<file path="config.mk">
export PLATFORM = sky130hd
export DESIGN_NAME = uart_rx
export DESIGN_NICKNAME = d
export VERILOG_FILES = /design/src/rtl/uart_pkg.sv /design/src/rtl/sync_2ff.sv /design/src/rtl/uart_rx.sv
export SDC_FILE = /design/constraint.sdc
export NUM_CORES = 1
export LEC_CHECK = 0
export CORE_MARGIN = 5
export CORE_UTILIZATION = 50
export CTS_CLUSTER_SIZE = 24
export DETAILED_ROUTE_END_ITERATION = 16
export PLACE_DENSITY = 0.77
export SKIP_LAST_GASP = 1
export SLEW_MARGIN = 20
export SYNTH_ARGS = -nofsm -noshare
export SYNTH_HDL_FRONTEND = slang
export SYNTH_SLANG_ARGS = --single-unit
</file>
<file path="constraint.sdc">
create_clock -name sys_clk -period 2.45 [get_ports sys_clk]
set_input_delay 0.6125 -clock sys_clk [delete_from_list [all_inputs] [get_ports sys_clk]]
set_output_delay 0.6125 -clock sys_clk [all_outputs]
set_load 0.005 [all_outputs]
</file>
<file path="src/rtl/uart_pkg.sv">
// uart_pkg: shared definitions for the uart0 serial blocks (rx now, tx later).
//   uart_state_e : receiver/transmitter frame state
//   DATA_BITS    : payload bits per frame (8N1)
//   calc_div     : clock cycles per bit, integer truncated
package uart_pkg;

   localparam int DATA_BITS = 8;

   typedef enum logic [2:0] {
      ST_IDLE,
      ST_START,
      ST_DATA,
      ST_STOP,
      ST_BREAK
   } uart_state_e;

   function automatic int calc_div(input int clk_hz, input int baud);
      return clk_hz / baud;
   endfunction

endpackage

</file>
<file path="src/rtl/sync_2ff.sv">
// sync_2ff: generic two-flop synchronizer for asynchronous inputs.
//   clk_i  : destination clock
//   rst_ni : synchronous reset, active-low; both flops load RST_VAL
//   d_i    : asynchronous input
//   q_o    : synchronized output (2-cycle latency)
module sync_2ff #(
   parameter int               WIDTH   = 1,
   parameter logic [WIDTH-1:0] RST_VAL = '0
) (
   input  logic             clk_i,
   input  logic             rst_ni,
   input  logic [WIDTH-1:0] d_i,
   output logic [WIDTH-1:0] q_o
);

   logic [WIDTH-1:0] meta_q;
   logic [WIDTH-1:0] sync_q;

   always_ff @(posedge clk_i) begin
      if (!rst_ni) begin
         meta_q <= RST_VAL;
         sync_q <= RST_VAL;
      end else begin
         meta_q <= d_i;
         sync_q <= meta_q;
      end
   end

   assign q_o = sync_q;

endmodule

</file>
<file path="src/rtl/uart_rx.sv">
// uart_rx: 8N1 UART receiver, counterpart to the uart0 transmitter.
//   sys_clk     : system clock, rising edge
//   sys_rst     : synchronous reset, active-low (0 = reset)
//   uart_rx_i   : asynchronous serial line, idle high
//   rx_data     : received byte, stable while rx_valid=1
//   rx_valid    : rx_data holds an unconsumed byte
//   rx_ready    : consumer accepts; transfer when rx_valid && rx_ready
//   frame_err   : one-cycle pulse, stop bit sampled 0
//   overrun     : one-cycle pulse, byte completed while previous still unconsumed
//   dbg_state_o : current receive state, for observation only
//
// Output handshake: rx_data/rx_valid form a valid/ready source. Once rx_valid
// rises, rx_data is held until a cycle with rx_valid && rx_ready; rx_valid
// then drops on the next edge unless a new byte lands on that same edge.
module uart_rx
   import uart_pkg::*;
#(
   parameter int CLK_HZ = 30000000,
   parameter int BAUD   = 115200
) (
   input  logic                 sys_clk,
   input  logic                 sys_rst,
   input  logic                 uart_rx_i,
   output logic [DATA_BITS-1:0] rx_data,
   output logic                 rx_valid,
   input  logic                 rx_ready,
   output logic                 frame_err,
   output logic                 overrun,
   output uart_state_e          dbg_state_o
);

   localparam int DIV = calc_div(CLK_HZ, BAUD);
   localparam int CW  = $clog2(DIV);
   localparam int BW  = $clog2(DATA_BITS);
   localparam logic [CW-1:0] HALF_LD  = CW'(DIV / 2 - 1);
   localparam logic [CW-1:0] FULL_LD  = CW'(DIV - 1);
   localparam logic [BW-1:0] LAST_BIT = BW'(DATA_BITS - 1);

   logic rx_s;

   sync_2ff #(
      .WIDTH   (1),
      .RST_VAL (1'b1)
   ) u_sync (
      .clk_i  (sys_clk),
      .rst_ni (sys_rst),
      .d_i    (uart_rx_i),
      .q_o    (rx_s)
   );

   uart_state_e          state_q, state_d;
   logic [CW-1:0]        baud_q, baud_d;
   logic [BW-1:0]        bit_q, bit_d;
   logic [DATA_BITS-1:0] shift_q, shift_d;
   logic                 done_q, done_d;
   logic                 ferr_q, ferr_d;
   logic [DATA_BITS-1:0] data_q, data_d;
   logic                 valid_q, valid_d;
   logic                 ovr_q, ovr_d;
   logic                 tick;

   assign tick = (baud_q == '0);

   always_ff @(posedge sys_clk) begin
      if (!sys_rst) begin
         state_q <= ST_IDLE;
         baud_q  <= '0;
         bit_q   <= '0;
         shift_q <= '0;
         done_q  <= 1'b0;
         ferr_q  <= 1'b0;
         data_q  <= '0;
         valid_q <= 1'b0;
         ovr_q   <= 1'b0;
      end else begin
         state_q <= state_d;
         baud_q  <= baud_d;
         bit_q   <= bit_d;
         shift_q <= shift_d;
         done_q  <= done_d;
         ferr_q  <= ferr_d;
         data_q  <= data_d;
         valid_q <= valid_d;
         ovr_q   <= ovr_d;
      end
   end

   always_comb begin
      state_d = state_q;
      baud_d  = tick ? baud_q : baud_q - CW'(1);
      bit_d   = bit_q;
      shift_d = shift_q;
      done_d  = 1'b0;
      ferr_d  = 1'b0;

      unique case (state_q)
         ST_IDLE: begin
            // Half-bit load puts every later sample in the middle of its bit.
            if (!rx_s) begin
               baud_d  = HALF_LD;
               state_d = ST_START;
            end
         end
         ST_START: begin
            if (tick) begin
               if (!rx_s) begin
                  baud_d  = FULL_LD;
                  bit_d   = '0;
                  state_d = ST_DATA;
               end else begin
                  state_d = ST_IDLE;
               end
            end
         end
         ST_DATA: begin
            if (tick) begin
               shift_d = {rx_s, shift_q[DATA_BITS-1:1]};
               baud_d  = FULL_LD;
               bit_d   = bit_q + BW'(1);
               if (bit_q == LAST_BIT) state_d = ST_STOP;
            end
         end
         ST_STOP: begin
            // Leaving at mid stop bit lets a back-to-back start bit be caught.
            if (tick) begin
               if (rx_s) begin
                  done_d  = 1'b1;
                  state_d = ST_IDLE;
               end else begin
                  ferr_d  = 1'b1;
                  state_d = ST_BREAK;
               end
            end
         end
         ST_BREAK: begin
            if (rx_s) state_d = ST_IDLE;
         end
         default: state_d = ST_IDLE;
      endcase
   end

   // Delivery: a completed byte either lands in the output register (empty, or
   // being drained this cycle) or is dropped with an overrun pulse.
   always_comb begin
      data_d  = data_q;
      valid_d = valid_q;
      ovr_d   = 1'b0;
      if (valid_q && rx_ready) valid_d = 1'b0;
      if (done_q) begin
         if (!valid_q || rx_ready) begin
            data_d  = shift_q;
            valid_d = 1'b1;
         end else begin
            ovr_d = 1'b1;
         end
      end
   end

   assign rx_data     = data_q;
   assign rx_valid    = valid_q;
   assign frame_err   = ferr_q;
   assign overrun     = ovr_q;
   assign dbg_state_o = state_q;

endmodule

</file>
==> flow_summary.json <==
{
  "start_util_pct": 52.4,
  "synth_flop_cell": "dfxtp_1",
  "postCtsSetupBuffers": 0,
  "end_kind": "primary output",
  "wl_per_cell_um": 13.3,
  "crit_slowest_cell": "clkdlybuf4s50_1",
  "ff_latch_area_um2": 741,
  "grt_pass1_vias": 1264,
  "netlist_area_mm2": 0.00161,
  "crit_path_start_kind": "flop",
  "drc_errors": 0,
  "post_cts_resize_count": 0,
  "tns_ns": 0,
  "worstPathRequired_ns": 1.84,
  "die_w_um": 66.8,
  "nFillCells": 257,
  "layout_common_cells": "37 x dfxtp_1, 28 x nor2_1, 20 x mux2i_1, 17 x clkdlybuf4s50_1, 12 x nand2_1",
  "p_sw_share_pct": 34.9,
  "rsz0062_at_grt": "no",
  "vdd_drop_max_mv": 0.460,
  "cts_buffer_depth": 2,
  "h-tree-depth": 2,
  "cp.buffers_inverters": 1,
  "layout_commonest_cell": "dfxtp_1",
  "slew_headroom_pct": 60.6,
  "viasPerCell": 5.50,
  "seqPwrFrac_pct": 43.7,
  "ys_async_sr_fraction_pct": 0,
  "synth_seq_cells": 37,
  "clkSlewWorstSetupHoldPaths_ns": 0.11,
  "syn_nets": 179,
  "nNetsFinal": 196,
  "post-route-period-util_pct": 86.3,
  "drt_iter0_drc": 36,
  "p_leak_nw": 0.838,
  "dieHeight_um": 66.8,
  "hp-class": "reg2reg",
  "place.port_buffers": 17,
  "crit_chain": "clkdlybuf4s50_1",
  "diodes": 0,
  "cts-hold-fix-buffers": 0,
  "yosys.cell_types.count": 35,
  "combPwrFrac_pct": 31.9,
  "setup.worst_path.class": "reg2out",
  "drive_gt1_share_pct": 8.51,
  "numCtsBuffers": 5,
  "outcome": "complete, no violations",
  "ant_nets": 0,
  "fmax_mhz": 473,
  "clock_latency_ns": 0.34,
  "synthToLayoutAreaGrowth_pct": 17.3,
  "drtPass1Iterations": 4,
  "dieArea_mm2": 0.00446,
  "synth_edf_count": 0,
  "syn_area_per_cell_um2": 9.49,
  "root_buffer": "clkbuf_4",
  "p_int_mw": 1.14,
  "fin_worst_skew_ns": 0.00656,
  "grt_pass1_wl_mm": 5.47,
  "fin_crit_ns": 2.12,
  "dr_total_vias": 1277,
  "core_area_mm2": 0.00308,
  "whs_ns": 0.434,
  "finalMaxSlewViolations": 0,
  "yosys_warnings": 0,
  "arrival_ns": 1.50,
  "dp_hpwl_mm": 2.24,
  "synth.yosys.seq_area_share_pct": 45.9,
  "io_pins": 18,
  "cts_sinks": 37,
  "rows": 20,
  "grt_max_degree": 22,
  "power_frac_clock_pct": 24.4,
  "drt-total-wl_mm": 3.09,
  "grt-ovfl-total": 0,
  "syn_inst": 170,
  "hold_viol": 0,
  "max_cap_viol_count": 0,
  "cts_tree": "yes",
  "setup_viol": 0,
  "multi_input_area_um2": 808,
  "tightestPinTransition_ns": 0.585,
  "critPathTopFamily": "buffers and inverters",
  "track_usage_pct": 16.0,
  "worstPathMaxFanout": 13,
  "critical-path-max-stage-delay_ns": 0.59,
  "gp_congestion": 0.772,
  "p_sw_mw": 0.610,
  "antenna_found_initial": 0,
  "powerDensity_mw_per_mm2": 925
}
## cells in the mapped netlist, types with 2 or more instances
cell	number	share of area, %
dfxtp_1	37	46
o21ai_0	4	1.2
nand2b_1	4	1.6
clkbuf_1	7	1.6
mux2i_1	20	12
ha_1	5	3.9
inv_1	5	1.2
o311a_1	2	1.2
nor2b_1	4	1.6
a21oi_1	9	2.8
nor2_1	28	6.5
nand2_1	12	2.8
nand3_1	2	0.62
xnor2_1	2	1.1
nor3_1	4	1.2
a211oi_1	3	1.4
nand4b_1	2	1.1
a31oi_1	2	0.78
o31ai_1	2	0.93
## cell type report
type / count / share of cell area (%)
flip-flops and latches: 37 / 39.2
clock inverters: 3 / 2.45
clock buffers: 5 / 1.98
well taps: 44 / 2.91
inverters: 5 / 0.992
multi-input cells: 119 / 42.7
repair buffers: 19 / 9.79
## power by group through the flow
| stage | logic (mW) | clock network [mW] | registers [mW] |
|---|---|---|---|
| after floorplan | 0.487 | 0 | 0.747 |
| final | 0.558 | 0.427 | 0.765 |
| after global routing | 0.628 | 0.472 | 0.779 |
| after global placement | 0.536 | 0 | 0.769 |
| after detailed placement | 0.555 | 0 | 0.777 |
| after CTS | 0.559 | 0.442 | 0.763 |
## registers in the layout (all words and copies together), names as in the netlist
register / flops
dbg_state_o: 3
u_sync.q_o: 1
u_sync.meta_q: 1
bit_q: 3
shift_q: 8
rx_valid: 1
rx_data: 8
baud_q: 9
done_q: 1
overrun: 1
frame_err: 1
## metrics by stage
stage	utilization [%]	instances	area, µm²	worst slack, ns	power [mW]
finish	61.5	232	1890	0.335	1.75
global route	61.5	232	1890	0.122	1.88
floorplan	-	170	1610	0.648	1.23
detailed placement	58.7	224	1810	0.352	1.33
CTS	61.5	232	1890	0.311	1.76
global placement	58.7	224	1810	0.425	1.30
## cells by family (layout without fill, tap and decap cells)
logic type	Yosys count	count (layout)	share of synthesized area [%]
buffers and inverters	14	32	3.96
adders and majority gates	5	5	3.88
and+or+nand+nor	66	66	22.2
muxes	20	20	12.4
xor gates and xnor gates	2	2	1.09
AOI/OAI and AO/OA	26	26	10.6
DFF	37	37	45.9
## final timing paths
path,cells past startpoint,slack (ns),to,from
hold / removal,1,0.43,u_sync.q_o$_SDFF_PN1_,u_sync.meta_q$_SDFF_PN1_
setup / recovery,1,0.33,dbg_state_o[0],dbg_state_o[0]$_SDFFE_PN0P_
hold reg to reg,1,0.43,u_sync.q_o$_SDFF_PN1_,u_sync.meta_q$_SDFF_PN1_
setup reg to reg,8,0.34,baud_q[0]$_SDFF_PN0_,baud_q[0]$_SDFF_PN0_
## per-layer routing
| metal | global-route usage, % | vias to the layer above | share of wire [%] |
|---|---|---|---|
| li1 | - | 621 | - |
| met1 | 17.1 | 597 | 41 |
| met2 | 27.2 | 50 | 50 |
| met3 | 6.07 | 9 | 7.8 |
| met4 | 8.12 | 0 | 2.0 |
| met5 | 0 | - | 0 |
No activity file was read; power rests on OpenSTA's default activity.
